$ cat src/rtl/uart_fifo_reg_bank_pkg.sv
// Shared register map, STATUS/CTRL bit positions and the STATUS layout
// for the UART FIFO register bank.
package uart_reg_pkg;

  localparam logic [1:0] REG_TXDATA = 2'd0;
  localparam logic [1:0] REG_RXDATA = 2'd1;
  localparam logic [1:0] REG_STATUS = 2'd2;
  localparam logic [1:0] REG_CTRL   = 2'd3;

  localparam int ST_RX_NOT_EMPTY = 0;
  localparam int ST_RX_FULL      = 1;
  localparam int ST_TX_EMPTY     = 2;
  localparam int ST_TX_FULL      = 3;
  localparam int ST_RX_OVF       = 4;
  localparam int ST_TX_OVF       = 5;

  localparam int CTRL_TX_FLUSH = 0;
  localparam int CTRL_RX_FLUSH = 1;
  localparam int CTRL_IRQ_EN   = 4;

  typedef struct packed {
    logic [7:0] rsvd_hi;
    logic [7:0] tx_count;
    logic [7:0] rx_count;
    logic [1:0] rsvd_lo;
    logic       tx_ovf;
    logic       rx_ovf;
    logic       tx_full;
    logic       tx_empty;
    logic       rx_full;
    logic       rx_not_empty;
  } status_t;

endpackage

$ cat src/rtl/uart_fifo_reg_bank_if.sv
// Register-access bus between the AXI4-Lite slave front end and the bank.
interface uart_fifo_reg_bank_if;
  logic        wr_amba;
  logic [31:0] addr_wc;
  logic [31:0] data_in;
  logic [3:0]  strb;
  logic        rd_amba;
  logic [31:0] addr_rc;
  logic [31:0] data_out;

  modport master (output wr_amba, addr_wc, data_in, strb, rd_amba, addr_rc,
                  input  data_out);
  modport slave  (input  wr_amba, addr_wc, data_in, strb, rd_amba, addr_rc,
                  output data_out);
endinterface

$ cat src/rtl/uart_sync_fifo.sv
// Synchronous FIFO with count, flush and zero-when-empty read head.
// Push when full and pop when empty are ignored; flush overrides both.
module uart_sync_fifo #(
  parameter int WIDTH = 8,
  parameter int DEPTH = 16
) (
  input  logic                   clk,
  input  logic                   rst,
  input  logic                   push,
  input  logic                   pop,
  input  logic                   flush,
  input  logic [WIDTH-1:0]       wdata,
  output logic [WIDTH-1:0]       rdata,
  output logic                   empty,
  output logic                   full,
  output logic [$clog2(DEPTH):0] count
);

  localparam int AW = $clog2(DEPTH);
  localparam int CW = AW + 1;

  logic [WIDTH-1:0] mem_q [DEPTH];
  logic [AW-1:0]    wr_ptr_q, wr_ptr_d;
  logic [AW-1:0]    rd_ptr_q, rd_ptr_d;
  logic [CW-1:0]    count_q, count_d;
  logic             do_push, do_pop;

  assign empty = (count_q == '0);
  assign full  = (count_q == CW'(DEPTH));
  assign count = count_q;
  assign rdata = empty ? '0 : mem_q[rd_ptr_q];

  always_comb begin
    do_push  = push && !full;
    do_pop   = pop && !empty;
    wr_ptr_d = wr_ptr_q;
    rd_ptr_d = rd_ptr_q;
    count_d  = count_q;
    if (flush) begin
      wr_ptr_d = '0;
      rd_ptr_d = '0;
      count_d  = '0;
    end else begin
      if (do_push) wr_ptr_d = wr_ptr_q + 1'b1;
      if (do_pop)  rd_ptr_d = rd_ptr_q + 1'b1;
      count_d = count_q + CW'(do_push) - CW'(do_pop);
    end
  end

  always_ff @(posedge clk or posedge rst) begin
    if (rst) begin
      wr_ptr_q <= '0;
      rd_ptr_q <= '0;
      count_q  <= '0;
    end else begin
      wr_ptr_q <= wr_ptr_d;
      rd_ptr_q <= rd_ptr_d;
      count_q  <= count_d;
    end
  end

  // NOTE: storage has no reset; pointers and count define validity, and
  // leaving it out lets the array map onto plain RAM/flops without a reset tree.
  always_ff @(posedge clk) begin
    if (do_push && !flush) mem_q[wr_ptr_q] <= wdata;
  end

endmodule

$ cat src/rtl/uart_fifo_reg_bank.sv
// Register bank between the AXI4-Lite slave and the UART datapath:
// TX/RX FIFOs, STATUS with sticky overflow flags, CTRL with flush and irq enable.
module uart_fifo_reg_bank
  import uart_reg_pkg::*;
#(
  parameter int DATA_W   = 8,
  parameter int TX_DEPTH = 16,
  parameter int RX_DEPTH = 16
) (
  input  logic                 clk,
  input  logic                 rst,
  uart_fifo_reg_bank_if.slave  bus,
  input  logic [DATA_W-1:0]    rx_data,
  input  logic                 rxValid,
  output logic                 rxReady,
  output logic [DATA_W-1:0]    tx_data,
  output logic                 txValid,
  input  logic                 txReady,
  output logic                 irq
);

  logic [1:0] wr_idx, rd_idx;
  logic       wr_lane0;
  logic       tx_push, tx_pop, tx_flush, tx_empty, tx_full;
  logic       rx_push, rx_pop, rx_flush, rx_empty, rx_full;
  logic [DATA_W-1:0] rx_rdata;
  logic [$clog2(TX_DEPTH):0] tx_count;
  logic [$clog2(RX_DEPTH):0] rx_count;
  logic       rx_ovf_q, rx_ovf_d, tx_ovf_q, tx_ovf_d;
  logic       irq_en_q, irq_en_d, irq_q, irq_d;
  status_t    status;
  logic       unused_bits;

  assign wr_idx   = bus.addr_wc[3:2];
  assign rd_idx   = bus.addr_rc[3:2];
  assign wr_lane0 = bus.wr_amba && bus.strb[0];

  assign tx_push  = wr_lane0 && (wr_idx == REG_TXDATA);
  assign tx_pop   = txValid && txReady;
  assign tx_flush = wr_lane0 && (wr_idx == REG_CTRL) && bus.data_in[CTRL_TX_FLUSH];
  assign rx_push  = rxValid && rxReady;
  assign rx_pop   = bus.rd_amba && (rd_idx == REG_RXDATA) && !rx_empty;
  assign rx_flush = wr_lane0 && (wr_idx == REG_CTRL) && bus.data_in[CTRL_RX_FLUSH];

  assign txValid = !tx_empty;
  assign rxReady = !rx_full;
  assign irq     = irq_q;

  assign unused_bits = ^{bus.addr_wc[31:4], bus.addr_wc[1:0], bus.addr_rc[31:4],
                         bus.addr_rc[1:0], bus.data_in[31:DATA_W], bus.strb[3:1]};

  uart_sync_fifo #(.WIDTH(DATA_W), .DEPTH(TX_DEPTH)) u_tx_fifo (
    .clk(clk), .rst(rst), .push(tx_push), .pop(tx_pop), .flush(tx_flush),
    .wdata(bus.data_in[DATA_W-1:0]), .rdata(tx_data),
    .empty(tx_empty), .full(tx_full), .count(tx_count)
  );

  uart_sync_fifo #(.WIDTH(DATA_W), .DEPTH(RX_DEPTH)) u_rx_fifo (
    .clk(clk), .rst(rst), .push(rx_push), .pop(rx_pop), .flush(rx_flush),
    .wdata(rx_data), .rdata(rx_rdata),
    .empty(rx_empty), .full(rx_full), .count(rx_count)
  );

  // Overflow set is applied after the W1C so a same-cycle event survives.
  always_comb begin
    rx_ovf_d = rx_ovf_q;
    tx_ovf_d = tx_ovf_q;
    irq_en_d = irq_en_q;
    if (wr_lane0 && (wr_idx == REG_STATUS)) begin
      if (bus.data_in[ST_RX_OVF]) rx_ovf_d = 1'b0;
      if (bus.data_in[ST_TX_OVF]) tx_ovf_d = 1'b0;
    end
    if (wr_lane0 && (wr_idx == REG_CTRL)) irq_en_d = bus.data_in[CTRL_IRQ_EN];
    if (rxValid && !rxReady) rx_ovf_d = 1'b1;
    if (tx_push && tx_full)  tx_ovf_d = 1'b1;
    irq_d = irq_en_q && (!rx_empty || rx_ovf_q || tx_ovf_q);
  end

  // NOTE: state registers use non-blocking assignment so every flop samples
  // the pre-edge values regardless of process ordering.
  always_ff @(posedge clk or posedge rst) begin
    if (rst) begin
      rx_ovf_q <= 1'b0;
      tx_ovf_q <= 1'b0;
      irq_en_q <= 1'b0;
      irq_q    <= 1'b0;
    end else begin
      rx_ovf_q <= rx_ovf_d;
      tx_ovf_q <= tx_ovf_d;
      irq_en_q <= irq_en_d;
      irq_q    <= irq_d;
    end
  end

  always_comb begin
    status              = '0;
    status.rx_not_empty = !rx_empty;
    status.rx_full      = rx_full;
    status.tx_empty     = tx_empty;
    status.tx_full      = tx_full;
    status.rx_ovf       = rx_ovf_q;
    status.tx_ovf       = tx_ovf_q;
    status.rx_count     = 8'(rx_count);
    status.tx_count     = 8'(tx_count);
  end

  // NOTE: every path of this mux assigns data_out, so no latch is inferred.
  always_comb begin
    bus.data_out = '0;
    unique case (rd_idx)
      REG_TXDATA: bus.data_out = '0;
      REG_RXDATA: bus.data_out = 32'(rx_rdata);
      REG_STATUS: bus.data_out = status;
      REG_CTRL:   bus.data_out = 32'(irq_en_q) << CTRL_IRQ_EN;
      default:    bus.data_out = '0;
    endcase
  end

endmodule

$ cat src/flat_wrapper.sv
// flat-port wrapper written by rule: the top's interface ports become plain ports
module uart_fifo_reg_bank_flat import uart_reg_pkg::*;
#(
  parameter int DATA_W   = 8,
  parameter int TX_DEPTH = 16,
  parameter int RX_DEPTH = 16
)
  (clk, rst, rx_data, rxValid, rxReady, tx_data, txValid, txReady, irq, bus_wr_amba, bus_addr_wc, bus_data_in, bus_strb, bus_rd_amba, bus_addr_rc, bus_data_out);
  uart_fifo_reg_bank_if bus_i ();
  input  logic clk;
  input  logic rst;
  input  logic [DATA_W-1:0] rx_data;
  input  logic rxValid;
  output logic rxReady;
  output logic [DATA_W-1:0] tx_data;
  output logic txValid;
  input  logic txReady;
  output logic irq;
  input wire logic [$bits(bus_i.wr_amba)-1:0] bus_wr_amba;
  input wire logic [$bits(bus_i.addr_wc)-1:0] bus_addr_wc;
  input wire logic [$bits(bus_i.data_in)-1:0] bus_data_in;
  input wire logic [$bits(bus_i.strb)-1:0] bus_strb;
  input wire logic [$bits(bus_i.rd_amba)-1:0] bus_rd_amba;
  input wire logic [$bits(bus_i.addr_rc)-1:0] bus_addr_rc;
  output wire logic [$bits(bus_i.data_out)-1:0] bus_data_out;
  assign bus_i.wr_amba = bus_wr_amba;
  assign bus_i.addr_wc = bus_addr_wc;
  assign bus_i.data_in = bus_data_in;
  assign bus_i.strb = bus_strb;
  assign bus_i.rd_amba = bus_rd_amba;
  assign bus_i.addr_rc = bus_addr_rc;
  assign bus_data_out = bus_i.data_out;
  uart_fifo_reg_bank #(.DATA_W(DATA_W), .TX_DEPTH(TX_DEPTH), .RX_DEPTH(RX_DEPTH)) u_core (.clk(clk), .rst(rst), .bus(bus_i), .rx_data(rx_data), .rxValid(rxValid), .rxReady(rxReady), .tx_data(tx_data), .txValid(txValid), .txReady(txReady), .irq(irq));
endmodule
$ cat config.mk
export PLATFORM = sky130hd
export DESIGN_NAME = uart_fifo_reg_bank_flat
export DESIGN_NICKNAME = d
export VERILOG_FILES = /design/src/rtl/uart_fifo_reg_bank_pkg.sv /design/src/rtl/uart_fifo_reg_bank_if.sv /design/src/rtl/uart_sync_fifo.sv /design/src/rtl/uart_fifo_reg_bank.sv /design/src/flat_wrapper.sv
export SDC_FILE = /design/constraint.sdc
export NUM_CORES = 1
export LEC_CHECK = 0
export CAP_MARGIN = 10
export CORE_UTILIZATION = 25
export DETAILED_ROUTE_END_ITERATION = 8
export GPL_ROUTABILITY_DRIVEN = 0
export HOLD_SLACK_MARGIN = 0.08
export REMOVE_ABC_BUFFERS = 1
export SLEW_MARGIN = 25
export SYNTH_ARGS = -nofsm -noshare
export SYNTH_HDL_FRONTEND = slang
export SYNTH_SLANG_ARGS = --single-unit
export TNS_END_PERCENT = 5
$ cat constraint.sdc
create_clock -name clk -period 2.7 [get_ports clk]
set_input_delay 0.27 -clock clk [delete_from_list [all_inputs] [get_ports clk]]
set_output_delay 0.27 -clock clk [all_outputs]
set_load 0.01 [all_outputs]
==> out/results.txt, run 1 <==
fin. max-slew vios - 0
maxcap violations - 0
Layout area overhead - 26.1%
Clock transition at path regs - 0.06 ns
hold buffers post-CTS - 0
fill count - 4605
WHS - 0.105 ns
Hold Path Class - in2async
internal power - 10.2 mW
reg-to-reg startpoint - u_core.u_rx_fifo.count[2]
worst rel slew slack - 42.3%
Clk pwr share - 26.6%
Synth Cell Area - 12100 sq um
prevailing post-synth register cell - edfxtp_1
Worst VDD drop - 0.000537 V
final hold violation count - 0
Tcrit/Tclk final - 104%
sw power - 4.17 mW
CTS tree - done
die area - 49100 sq um
setup ws final - -0.105 ns
Worst Tran Pin Value - 0.861 ns
Flop pwr share - 38.3%
Sw Ratio - 29.1%
Worst Setup Path Type - reg2out
Synth async-reset ratio - 10.5%
dpl hpwl - 17100 um
Fmax - 357 MHz
power share of the combinational group - 35.1%
Final min period - 2.80 ns
Worst Setup SP - u_core.u_rx_fifo.rd_ptr_q[0]
largest net degree at the start of global routing - 36
maximum fanout along the worst path - 8
status - finished, violations left
Initial DRC Count - 408
Wirelength per Cell - 18.3 um
Critical Path Source Type - flip-flop
DR vias - 6424
Via density - 4.42
width of the die - 222 um
Clock Path Buffers - 3
Worst EP arrival - 2.53 ns
final cell count without fillers - 1455
fin nets - 961
sequential area share after synthesis - 70.0%
Post-synth EDFFs - 256
Synth Area per Inst - 18.1 sq um
worst path required time - 2.43 ns
post-placement setup slack - -0.261 ns
Routed Wire Length - 26600 um
Initial Utilization - 25.3%
first drt pass iteration count - 4
# diodes - 0
first-pass GRT wire length - 40600 um
simple-gate share of the synthesized area - 6.65%
Synth cell types - 51
# rows - 80
worst-skew pair later-pin latency - 0.54 ns
DRC Markers - 0
Die Y - 222 um
compound-gate portion of the synthesized area - 2.05%
skew final - 0.0100 ns
PortBufs - 55
failing checks - setup timing
dpl cells - 1389
share of cells above drive strength 1 - 30.4%
mux share of post-synthesis cell area - 14.6%
setup violators final - 9
CTS buffer count - 28
flops & latches, synth - 286
initial antenna violation count - 1
htree depth - 1
core area - 47600 sq um
GRT Util Overall - 10.9%
RSZ-0062 raised after global routing - true
placed inst area - 13900 sq um
Cells after Synth - 664
main combinational cell family by area after synthesis - multiplexers
vias in the first global route - 6664
Overall Power - 14.3 mW
XOR/XNOR Fraction of Synth Area - 1.09%
grt ovf - 0
num ports - 157
Synth warnings - 0
# clock sinks - 286
design area - 15200 sq um
Leak - 5.31 nW
pwr dens - 944 nW/um^2
remaining antenna violation count - 0
crit end category - primary output
clk root buf - clkbuf_16
Post-Synth Adder-Cell Area - 2.62%
## final timing paths
| kind | endpoint | slack, ns | cells after the start |
|---|---|---|---|
| max in group asynchronous | u_core.u_rx_fifo.rd_ptr_q[0] | 2.02 | 3 |
| max reg2reg | u_core.u_rx_fifo.count[4] | -0.03 | 14 |
| min reg2reg | u_core.irq | 0.53 | 1 |
| min | u_core.u_tx_fifo.count[2] | 0.11 | 2 |
| min in group clk | u_core.u_tx_fifo.rd_ptr_q[1] | 0.43 | 3 |
| max | bus_data_out[3] | -0.10 | 7 |
## flip-flops by register name (all words and copies together) (netlist names)
register / flops
u_core.irq: 1
u_core.irq_en_q: 1
u_core.rx_ovf_q: 1
u_core.tx_ovf_q: 1
u_core.u_rx_fifo.count: 5
u_core.u_rx_fifo.mem_q: 128
u_core.u_rx_fifo.rd_ptr_q: 4
u_core.u_rx_fifo.wr_ptr_q: 4
u_core.u_tx_fifo.count: 5
u_core.u_tx_fifo.mem_q: 128
u_core.u_tx_fifo.rd_ptr_q: 4
u_core.u_tx_fifo.wr_ptr_q: 4
## power groups by stage
stage	sequential (mW)	clock, mW	combinational [mW]
6_report	5.49	3.81	5.04
5_1_grt	5.53	4.09	5.45
4_1_cts	5.49	3.89	5.00
3_5_place_dp	5.55	0	4.56
3_3_place_gp	5.52	0	4.51
2_1_floorplan	5.87	0	2.28
## cells in the final DEF, fill, tap and decap left out, types with 4 or more instances in the layout
cell	count
clkbuf_1	5
clkinv_1	10
mux2i_1	19
buf_4	86
and3_1	11
xnor2_1	5
nand4_1	4
and2_1	27
dfrtp_1	27
clkdlybuf4s50_1	39
conb_1	14
inv_1	23
and4_1	5
nor2_1	24
o21ai_0	5
buf_2	5
buf_6	8
edfxtp_1	256
mux4_2	62
nor3_1	6
xor2_1	10
ha_1	19
clkbuf_2	5
a21oi_1	8
nand3_1	13
nand2_1	9
nor2b_1	4
buf_12	13
clkbuf_16	29
o22ai_1	6
mux2i_2	5
## worst max-delay path, stage by stage, from the launching register on
cell,delay (ns)
dfrtp_2,0.42
buf_12,0.13
buf_16,0.13
buf_12,0.13
mux4_2,0.54
a32oi_4,0.28
o211ai_1,0.18
buf_2,0.18
## through the flow
stage	setup TNS, ns	utilization, %
floorplan	-0.483	-
global placement	-0.783	29.3
detailed placement	-1.00	29.3
CTS	-1.24	31.7
global route	-1.56	31.9
finish	-0.384	31.9
## what timing repair did
item	in CTS	in global routing
gates cloned	3	0
endpoints found under the setup margin	20	20
setup buffers	11	5
pin swaps	8	8
gates resized for setup	82	35
## Yosys cell counts, drive strengths merged, types with 3 or more instances
library cell	count	share of area [%]
a21o	3	0.19
a21oi	8	0.33
and2	29	1.5
and3	11	0.57
and4	5	0.36
buf	28	1.5
clkbuf	18	0.56
dfrtp	30	6.2
edfxtp	256	64
ha	22	2.3
inv	26	0.81
mux2i	24	2.0
mux4	65	12
nand2	13	0.40
nand2b	3	0.16
nand3	15	0.62
nand4	4	0.21
nand4b	3	0.22
nor2	24	0.75
nor2b	7	0.36
nor3	6	0.25
nor3b	3	0.19
o211ai	3	0.19
o21ai	6	0.25
o22ai	8	0.42
o31ai	3	0.19
xnor2	5	0.36
xor2	10	0.73
## cells by family after synthesis
kind of cell / after synthesis
AOI/OAI and AO/OA: 38
DFF: 286
other: 1
xor gates and xnor gates: 15
and+or+nand+nor: 137
buffers and inverters: 72
muxes: 91
adders and majority gates: 24
## metal layers
metal	routed length [um]	global-route usage, %	vias to the layer above
li1	-	-	2906
met1	11500	14.4	3327
met2	13200	18.4	147
met3	1330	2.21	42
met4	570	2.53	2
met5	10	0	-
## layout make-up
class	count	area, sq um	area share, %
clock buffers	34	744	4.90
clock inverters	13	129	0.848
inverters	26	97.6	0.643
multi-input cells	319	3450	22.7
flip-flops and latches	286	8440	55.6
well taps	615	769	5.07
repair buffers	162	1560	10.3
Note: power is estimated with default switching activity, not from simulation.
==> run 2: changes to the inputs <==
--- a/config.mk
+++ b/config.mk
@@ -5,7 +5,9 @@
 export SDC_FILE = /design/constraint.sdc
 export NUM_CORES = 1
 export LEC_CHECK = 0
+export ABC_CLOCK_PERIOD_IN_PS = 2700
 export CAP_MARGIN = 10
+export CORE_MARGIN = 2
 export CORE_UTILIZATION = 25
 export DETAILED_ROUTE_END_ITERATION = 8
 export GPL_ROUTABILITY_DRIVEN = 0
==> run 2 against run 1 <==
Effect of this change: worst setup slack worse by 0.076 ns; register-to-register slack better by 0.02 ns; combinational power is 3% lower; clock skew is 0.016 ns higher; via count is 0.81% lower; die area is 1.8% higher; worst hold slack better by 0.34 ns; count of clock-buffer cells in the layout is 3 lower; flip-flop and latch count stayed put; the flow still finishes with violations (setup timing).
==> out/results.txt, run 2 (synthesis gave the netlist of run 1 again) <==
most frequent cells in the layout - 256 x edfxtp_1, 94 x buf_4, 62 x mux4_2
skew final - 0.0256 ns (+0.0156 ns)
Worst Setup Path Type - reg2out
Initial Utilization - 25.3% (unchanged)
Clock transition at path regs - 0.07 ns (about the same)
maximum fanout along the worst path - 6 (-2)
core area - 47600 sq um (unchanged)
first-pass GRT wire length - 39300 um (-3.2%)
Die Y - 224 um (+0.90%)
share of cells above drive strength 1 - 31.5% (+1.1 points)
Initial DRC Count - 446 (+9.3%)
status - finished, violations left
Hold Path Class - in2reg
clk root buf - clkbuf_16
worst path required time - 2.43 ns (about the same)
first drt pass iteration count - 5 (+1)
CTS buffer count - 28 (unchanged)
leading cell type in the layout, fill and taps excluded - edfxtp_1
dpl cells - 1386 (-0.22%)
Worst Tran Pin Value - 0.612 ns (-0.249 ns)
final hold violation count - 0 (unchanged)
DRC Markers - 0 (unchanged)
remaining antenna violation count - 0 (unchanged)
Tcrit/Tclk final - 107% (+2.8 points)
Fmax - 347 MHz (-2.6%)
htree depth - 1 (unchanged)
Clock Path Buffers - 3 (unchanged)
GRT Util Overall - 10.4% (-0.52 points)
fin nets - 964 (+0.31%)
fin. max-slew vios - 0 (unchanged)
crit end category - primary output
RSZ-0062 raised after global routing - true
grt ovf - 0 (unchanged)
vias in the first global route - 6533 (-2.0%)
r2r worst-path depth - 14 (unchanged)
final cell count without fillers - 1463 (+0.55%)
Routed Wire Length - 26300 um (-1.0%)
maxcap violations - 0 (unchanged)
hold path startpoint - txReady
worst-skew pair later-pin latency - 0.56 ns (+0.02 ns)
width of the die - 224 um (+0.90%)
# rows - 80 (unchanged)
Worst Setup SP - u_core.u_rx_fifo.rd_ptr_q[0]
die area - 50000 sq um (+1.8%)
num ports - 157 (unchanged)
initial antenna violation count - 0 (-1)
reg2reg setup slack - -0.01 ns (+0.02 ns)
critical path endpoint - bus_data_out[0]
Worst VDD drop - 0.000421 V (-22%)
CTS tree - done
dpl hpwl - 17200 um (+0.44%)
DR vias - 6372 (-0.81%)
# diodes - 0 (unchanged)
# clock sinks - 286 (unchanged)
worst rel slew slack - 59.1% (+17 points)
Leak - 5.31 nW (+0.11%)
Final min period - 2.88 ns (+0.0761 ns)
Layout area overhead - 25.7%
reg-to-reg startpoint - u_core.u_rx_fifo.count[3]
setup ws final - -0.181 ns (-0.0761 ns)
Wirelength per Cell - 18.0 um (-1.5%)
largest net degree at the start of global routing - 36 (unchanged)
Critical Path Source Type - flip-flop
PortBufs - 55 (unchanged)
Setup Total Neg Slack - -0.560 ns (-0.176 ns)
failing checks - setup timing
Worst EP arrival - 2.61 ns (+0.08 ns)
pwr dens - 942 nW/um^2 (-0.28%)
Largest regs - u_core.u_rx_fifo.mem_q (128), u_core.u_tx_fifo.mem_q (128)
setup violators final - 7 (-2)
Via density - 4.36 (-1.4%)
Worst R2R End - u_core.u_rx_fifo.count[4]
-- run 2: changes by cell type in the layout (fill, tap and decap cells not counted), moves of 5 or more --
cell | before | now
clkinv_2 | 1 | 7
clkinv_1 | 10 | 5
buf_6 | 8 | 2
buf_4 | 86 | 94
buf_2 | 5 | 10
-- run 2: what timing repair did --
item,in CTS,in global routing
resized for setup,79,31
hold buffers,1,0
endpoints found under the hold margin,19,0
pin swaps,6,6
buffers inserted,4,17
endpoints found under the setup margin,21,18
cloned,2,1
-- run 2: worst min-delay path by stage --
stage	slack, ns	cells after the start	end
after floorplan	0.36	1	u_core.irq
after global placement	0.52	1	u_core.irq
after detailed placement	0.52	1	u_core.irq
after CTS	0.41	3	u_core.u_tx_fifo.rd_ptr_q[1]
after global routing	0.46	3	u_core.u_tx_fifo.rd_ptr_q[1]
final	0.44	3	u_core.u_tx_fifo.rd_ptr_q[1]
-- run 2: worst max-delay path, stage by stage, from the launching register on --
cell     delay, ns
dfrtp_2       0.42
buf_4         0.13
buf_8         0.12
mux4_2        0.50
and4b_1       0.20
o21ai_0       0.17
nand4_1       0.26
buf_2         0.24
-- run 2: final cells by class --
cell class	count	area, sq um
clock buffer	31	712
clock inverter	21	200
fill	4656	32500
inverter	26	97.6
multi-input combinational	319	3420
sequential	286	8440
tap	615	769
timing repair buffer	165	1500
-- run 2: stage by stage --
stage	area [sq um]	util (%)	power [mW]	hold WS, ns	setup WS [ns]
after global placement	13900	29.2	9.99	0.524	-0.221
after CTS	15000	31.4	14.1	0.413	-0.244
after global routing	15100	31.8	15.0	0.459	-0.230
after detailed placement	13900	29.2	10.0	0.525	-0.256
final	15100	31.8	14.3	0.442	-0.181
after floorplan	11800	-	8.15	0.361	-0.251
-- run 2: where the power goes --
group | switching [mW] | internal (mW) | total [mW]
registers | 0.253 | 5.23 | 5.48
logic | 2.27 | 2.63 | 4.90
clock network | 1.67 | 2.20 | 3.87
total | 4.20 | 10.1 | 14.3
-- run 2: routing by layer --
metal | track usage, % | vias to the layer above | share of wire, %
met5 | 0 | - | 0
met4 | 2.65 | 0 | 2.0
met3 | 1.71 | 37 | 3.9
met2 | 17.7 | 115 | 50
met1 | 13.7 | 3304 | 44
li1 | - | 2916 | -
